==> src/rtl/uart_tx_cfg.sv <==
// Configurable UART transmitter: DATA_W data bits, optional parity, 1/2 stop.
// Ports: clk, rst_n, tx_data/tx_valid/tx_ready in, tx line, busy, idle.
module uart_tx_cfg #(
  parameter int FCLK      = 50000000,
  parameter int BAUD      = 115200,
  parameter int DATA_W    = 8,
  parameter int PARITY    = 0,
  parameter int STOP_BITS = 1
) (
  input  logic              clk,
  input  logic              rst_n,
  input  logic [DATA_W-1:0] tx_data,
  input  logic              tx_valid,
  output logic              tx_ready,
  output logic              tx,
  output logic              busy,
  output logic              idle
);

  localparam int DIV = FCLK / BAUD;
  localparam int TW  = (DIV < 2) ? 1 : $clog2(DIV);
  localparam int IW  = $clog2(DATA_W);

  localparam logic [TW-1:0] T_LAST  = TW'(DIV - 1);
  localparam logic [IW-1:0] I_LAST  = IW'(DATA_W - 1);
  localparam logic          S_LAST  = 1'(STOP_BITS - 1);
  localparam bit            HAS_PAR = (PARITY != 0);
  localparam bit            ODD     = (PARITY == 2);

  if (DATA_W < 5 || DATA_W > 9 ||
      PARITY < 0 || PARITY > 2 ||
      STOP_BITS < 1 || STOP_BITS > 2 ||
      DIV < 2) begin : g_bad_cfg
    $error("uart_tx_cfg: illegal parameter set");
  end

  typedef enum logic [2:0] {
    S_IDLE  = 3'd0,
    S_START = 3'd1,
    S_DATA  = 3'd2,
    S_PAR   = 3'd3,
    S_STOP  = 3'd4
  } state_t;

  state_t            state, state_d;
  logic [TW-1:0]     tmr, tmr_d;
  logic [IW-1:0]     idx, idx_d;
  logic              stp, stp_d;
  logic [DATA_W-1:0] shf, shf_d;
  logic              par_q, par_d;
  logic [DATA_W-1:0] hold, hold_d;
  logic              full, full_d;
  logic              tx_q, tx_d;
  logic              bit_end;
  logic              load;
  logic [TW-1:0]     tmr_run;

  assign bit_end = (tmr == '0);
  assign tmr_run = bit_end ? T_LAST : tmr - 1'b1;

  always_comb begin
    state_d = state;
    tmr_d   = tmr;
    idx_d   = idx;
    stp_d   = stp;
    shf_d   = shf;
    par_d   = par_q;
    hold_d  = hold;
    full_d  = full;
    tx_d    = 1'b1;
    load    = 1'b0;

    if (tx_valid && !full) begin
      hold_d = tx_data;
      full_d = 1'b1;
    end

    unique case (state)
      S_IDLE: begin
        tx_d  = 1'b1;
        tmr_d = '0;
        load  = full;
      end
      S_START: begin
        tx_d  = 1'b0;
        tmr_d = tmr_run;
        if (bit_end) begin
          state_d = S_DATA;
          idx_d   = '0;
        end
      end
      S_DATA: begin
        tx_d  = shf[idx];
        tmr_d = tmr_run;
        if (bit_end) begin
          if (idx == I_LAST) begin
            state_d = HAS_PAR ? S_PAR : S_STOP;
            stp_d   = 1'b0;
          end else begin
            idx_d = idx + 1'b1;
          end
        end
      end
      S_PAR: begin
        tx_d  = par_q;
        tmr_d = tmr_run;
        if (bit_end) begin
          state_d = S_STOP;
          stp_d   = 1'b0;
        end
      end
      S_STOP: begin
        tx_d  = 1'b1;
        tmr_d = tmr_run;
        if (bit_end) begin
          if (stp == S_LAST) begin
            // a held word starts straight away: no idle gap
            if (full) load = 1'b1;
            else state_d = S_IDLE;
          end else begin
            stp_d = stp + 1'b1;
          end
        end
      end
      default: begin
        state_d = S_IDLE;
        tmr_d   = '0;
        tx_d    = 1'b1;
      end
    endcase

    // never coincides with an accept: ready is low while full
    if (load) begin
      state_d = S_START;
      tmr_d   = T_LAST;
      shf_d   = hold;
      par_d   = (^hold) ^ ODD;
      full_d  = 1'b0;
    end
  end

  always_ff @(posedge clk or negedge rst_n) begin
    if (!rst_n) begin
      state <= S_IDLE;
      tmr   <= '0;
      idx   <= '0;
      stp   <= 1'b0;
      shf   <= '0;
      par_q <= 1'b0;
      hold  <= '0;
      full  <= 1'b0;
      tx_q  <= 1'b1;
    end else begin
      state <= state_d;
      tmr   <= tmr_d;
      idx   <= idx_d;
      stp   <= stp_d;
      shf   <= shf_d;
      par_q <= par_d;
      hold  <= hold_d;
      full  <= full_d;
      tx_q  <= tx_d;
    end
  end

  // tx lags the state by one clock, uniformly for every bit
  assign tx       = tx_q;
  assign tx_ready = ~full;
  assign busy     = (state != S_IDLE);
  assign idle     = ~busy & ~full;

endmodule

==> config.mk <==
export PLATFORM = sky130hd
export DESIGN_NAME = uart_tx_cfg
export DESIGN_NICKNAME = d
export VERILOG_FILES = /design/src/rtl/uart_tx_cfg.sv
export SDC_FILE = /design/constraint.sdc
export NUM_CORES = 1
export LEC_CHECK = 0
export ABC_AREA = 1
export CAP_MARGIN = 10
export CORE_MARGIN = 2
export CORE_UTILIZATION = 52
export DETAILED_ROUTE_END_ITERATION = 16
export PLACE_DENSITY = 0.75
export SYNTH_ARGS = -nofsm -noshare
export SYNTH_HDL_FRONTEND = slang
export SYNTH_SLANG_ARGS = --single-unit
==> constraint.sdc <==
create_clock -name clk -period 1.46 [get_ports clk]
set_input_delay 0.438 -clock clk [delete_from_list [all_inputs] [get_ports clk]]
set_output_delay 0.438 -clock clk [all_outputs]
set_load 0.005 [all_outputs]
== Word level (Yosys, flattened, before mapping) ==
Index checks and enable logic that the tools add are counted.
Widths: inputs -> output; s select.
Word-level totals
  register bits after elaboration: 35
  input port bits: 11
  word-level logic and storage cells: 79
Cells by class
  add/sub/neg operators: 3
  order comparisons: 1
  equality and inequality tests: 19
  mux-type cells: 31
  bitwise logic cells: 3
  reduce and logical (&&, ||, !) cells: 13
Operator list (number)
  $mux 3: 11
  $mux 9: 3
  $ne 3x3->1 const B: 7
  $pmux 3 s5: 1
  $ne 2x2->1 const B: 7
  $mux 1: 11
  $logic_not 9->1: 1
  $sub 9x1->9 const B: 1
  $reduce_and 8->1: 1
  $reduce_xor 8->1: 1
  $eq 3x2->1 const B: 2
  $eq 3x3->1 const B: 2
  $pmux 1 s3: 2
  $pmux 3 s2: 1
  $reduce_bool 3->1: 2
  $reduce_and 5->1: 1
  $lt 3x4->1 const B: 1
  $reduce_and 4->1: 1
  $reduce_bool 2->1: 2
  $reduce_or 4->1: 1
  $add 3x1->3 const B: 1
  $bmux 1 s3: 1
  $eq 3x1->1 const B: 1
  $logic_not 3->1: 1
  other kinds (6): 7

== Depth between registers and ports, before layout ==
  depth in word-level cells: 6
  depth in mapped cells: 10
  mapped depth without buffers: 10

== Worst setup path after synthesis ==
No wires, ideal clock.
  path kind: register to register
  start: register tmr[0]
  end: register shf[0]
  arrival time: 1.318 ns
  required time: 1.341 ns
  slack: 0.023 ns
  stages on the path, launching flop included: 11
  path buffers: 1
  path through: dfrtp_1 inv_1 ha_1 nand2_2 nor2_4 nand3_4 nand2_4 nand2_4 buf_6 nand2_2 o21ai_2
Between the ends
  cells in the longest elaborated chain, start to end: 3
Ends and longest elaborated chain
  start: declaration: RTL line 46  | logic [TW-1:0] tmr, tmr_d;
  start signal: assignment: RTL line 155  | tmr <= tmr_d;
  $logic_not 9->1: RTL line 58  | assign bit_end = (tmr == '0);
  $mux 1: RTL line 115  | if (bit_end) begin
  $pmux 1 s2: RTL line 78  | unique case (state)
  end signal: assignment: RTL line 148  | shf <= '0;
  end signal: assignment: RTL line 158  | shf <= shf_d;
  end: declaration: RTL line 49  | logic [DATA_W-1:0] shf, shf_d;
No other way between the ends.
A chain may end at the register's enable or synchronous reset.

== Final worst setup path ==
  start: register state[1]
  end: output busy
Between the ends
  cells in the longest elaborated chain, start to end: 1
Ends and longest elaborated chain
  start: declaration: RTL line 45  | state_t state, state_d;
  start signal: assignment: RTL line 154  | state <= state_d;
  $reduce_bool 3->1: RTL line 169  | assign busy = (state != S_IDLE);
  end: declaration: RTL line 16  | output logic busy,
No other way between the ends.

==> qor.yml <==
synthTopCellsByArea: "dfrtp_1, nand2_1, nor2_1"
hp-class: "in2async"
cts_max_path_buffers: 2
timing.rr.start: "tmr[1]"
design_area_um2: 2696
chipWidth_um: 64.48
initialDrtViolationCount: 96
clk_pin_slew_ps: 100
cts_root_buf: "clkbuf_4"
clkSinkCount: 34
rows: 21
setup_viol: 16
antenna_cells: 0
port-buffer-count: 14
crit_type: "reg2out"
dieArea_um2: 4157
grt_pass1_vias: 1669
yosysSeqAreaShare_pct: 44.80
ant_nets: 0
clk_latency_ps: 340
tightest_slew_ps: 204.1
first_pass_iters: 4
vias_per_cell: 5.000
cp_common_cell: "inv_2"
synth.distinct_cells: 28
cap_viol_max_count: 0
worstSetupStartpointType: "register"
status: "finished, violations left"
cts_tree: "done"
syn_inst: 238
finalWirelength_um: 4206
cp.arrival_ps: 1290
ys_warn_count: 0
synth_most_common_cell: "nand2_1"
syn_avg_cell_area_um2: 7.991
synth_area_um2: 1902
power_density_nw_per_um2: 2454
critPathMaxStageDelay_ps: 400
syn2layout_area_growth_pct: 41.78
dpl.cell_count: 319
rsz0062_at_grt: "true"
core_um2: 3416
synth_seq_cells: 34
drt-wirelength-per-cell_um: 12.16
synth-edff-count: 0
reg2reg_depth: 10
vias: 1730
leakagePower_nw: 1.368
cts_inserted_buffers: 5
cp.required_ps: 1020
slew_viol_final: 0
syn_nets: 252
maxSlewHeadroom_pct: 86.33
postCtsHoldBufs: 0
reg2reg_setup_slack_ps: -40
drcViolationCount: 0
boundaryPins: 15
place_area_um2: 2277
endpoint: "busy"
final_cell_count_no_fill: 346
grt_use_total_pct: 22.28
drive_gt1_share_pct: 39.67
final.setup.worst_slack_ps: -271.3
hpwl_um: 2491
crit_fanout: 2
dieHeight_um: 64.48
fin_skew_ps: 8.483
gp_congestion: 0.8729
ys_dominant_reg_cell: "dfrtp_1"
yosys.area.top_type_share_pct: 43.42
fmax_mhz: 577.6
end_kind: "output pin"
synth_common_cells: "nand2_1, dfrtp_1, nor2_1, inv_1"
worstPathCellList: "nor2_2, inv_2, nor2_4, buf_6, inv_2, buf_2"
grt_first_pass_wirelength_um: 6913
r2r_end: "state[1]"
crit_slowest_cell: "dfrtp_1"
finalHoldViolations: 0
fin_crit_ps: 1731
grt.overflow.total: 0
initial_core_util_pct: 55.68
fin_crit_sh_pct: 118.6
synth_top_area_cell: "dfrtp_1"
fin_nets: 313
cts_max_level: 2
failed_checks: "negative setup slack"
num-fill-cells: 237
critPathLaunch: "state[1]"
ir_drop_mv: 1.008
async_flop_share_pct: 100.0
antenna_found_initial: 0
grt_max_degree: 35
==> power by group <==
part	leakage, nW	switching (W)	internal (W)
logic	0.933	0.00239	0.00200
registers	0.408	0.000327	0.00140
clock network	0.0265	0.000312	0.000192
==> metrics by stage <==
stage                     power (W)  TNS (ps)  worst slack (ps)  hold WS (ps)  utilization, %
after global routing       0.007219     -2700            -352.8         467.4           78.94
after global placement     0.004762     -1084            -245.2         465.3           66.67
after floorplan            0.003851         0             23.07         142.4               -
after CTS                  0.005861    -619.4            -297.0         451.9           73.08
final                      0.006616    -733.4            -271.3         454.4           78.94
after detailed placement   0.004847     -1387            -272.7         468.2           66.67
==> critical path, delay by kind of cell (launching register included) <==
kind	cells	cell delay, ps
buffers and inverters	4	300
flip-flops	1	400
AND/OR/NAND/NOR	2	250
==> placed cells by master (no fill, tap or decap) <==
cell type	count
a21oi_1	9
a21oi_2	1
a31oi_1	1
buf_12	3
buf_2	1
buf_4	31
buf_6	9
clkbuf_1	3
clkbuf_4	5
clkdlybuf4s50_1	10
dfrtp_1	33
dfstp_2	1
ha_1	2
ha_4	1
inv_1	17
inv_2	12
inv_4	2
nand2_1	66
nand2_2	8
nand2_4	13
nand2_8	5
nand3_1	4
nand3_2	3
nand3_4	3
nand3b_1	1
nand4_1	4
nor2_1	19
nor2_2	6
nor2_4	4
nor3_1	1
nor3_4	1
o211ai_1	2
o21ai_0	5
o21ai_1	2
o21ai_2	9
or2_2	1
xor2_1	2
==> worst min path at each step <==
stage               depth (start not counted)     end  slack, ps
floorplan                                   0    full        140
global placement                            2  shf[5]        470
detailed placement                          2  shf[5]        470
CTS                                         2  shf[0]        450
global route                                2  tmr[8]        470
finish                                      2  tmr[8]        450
==> metal layers <==
layer  GRT usage (%)  up-vias  share of wire, %
met5               0        -                 0
met4           10.90        0               2.1
met3           5.208       10               3.2
met2           40.23       33                54
met1           24.49      809                41
li1                -      878                 -
==> flip-flops by register name, indices dropped and copies added (netlist names) <==
| signal | cells |
|---|---|
| tmr | 9 |
| full | 1 |
| state | 3 |
| shf | 8 |
| par_q | 1 |
| tx | 1 |
| idx | 3 |
| hold | 8 |
==> timing repair <==
action | 4_1_cts | 5_1_grt
pin swaps | 13 | 15
setup buffers | 15 | 7
resized for setup | 37 | 36
hold endpoints to repair | 0 | 0
setup endpoints to repair | 23 | 28
cloned | 2 | 1
==> cell families (layout without fill, tap and decap cells) <==
group           after synthesis  in the layout  share of synthesized area [%]
simple gates                136            139                          35.00
buf+inv                      34             93                          7.566
xor+xnor                      2              2                         0.9212
compound gates               29             29                          9.737
flops                        34             34                          44.80
fa+ha+maj                     3              3                          1.974
==> final cells by class <==
type / count / area (µm²) / share of cell area, %
clock buffers: 8 / 48.80 / 1.810
inverters: 31 / 121.4 / 4.501
multi-input cells: 173 / 1117 / 41.44
flip-flops and latches: 34 / 852.1 / 31.60
well taps: 46 / 57.56 / 2.135
repair buffers: 54 / 499.2 / 18.52
No activity file was read; power rests on OpenSTA's default activity.
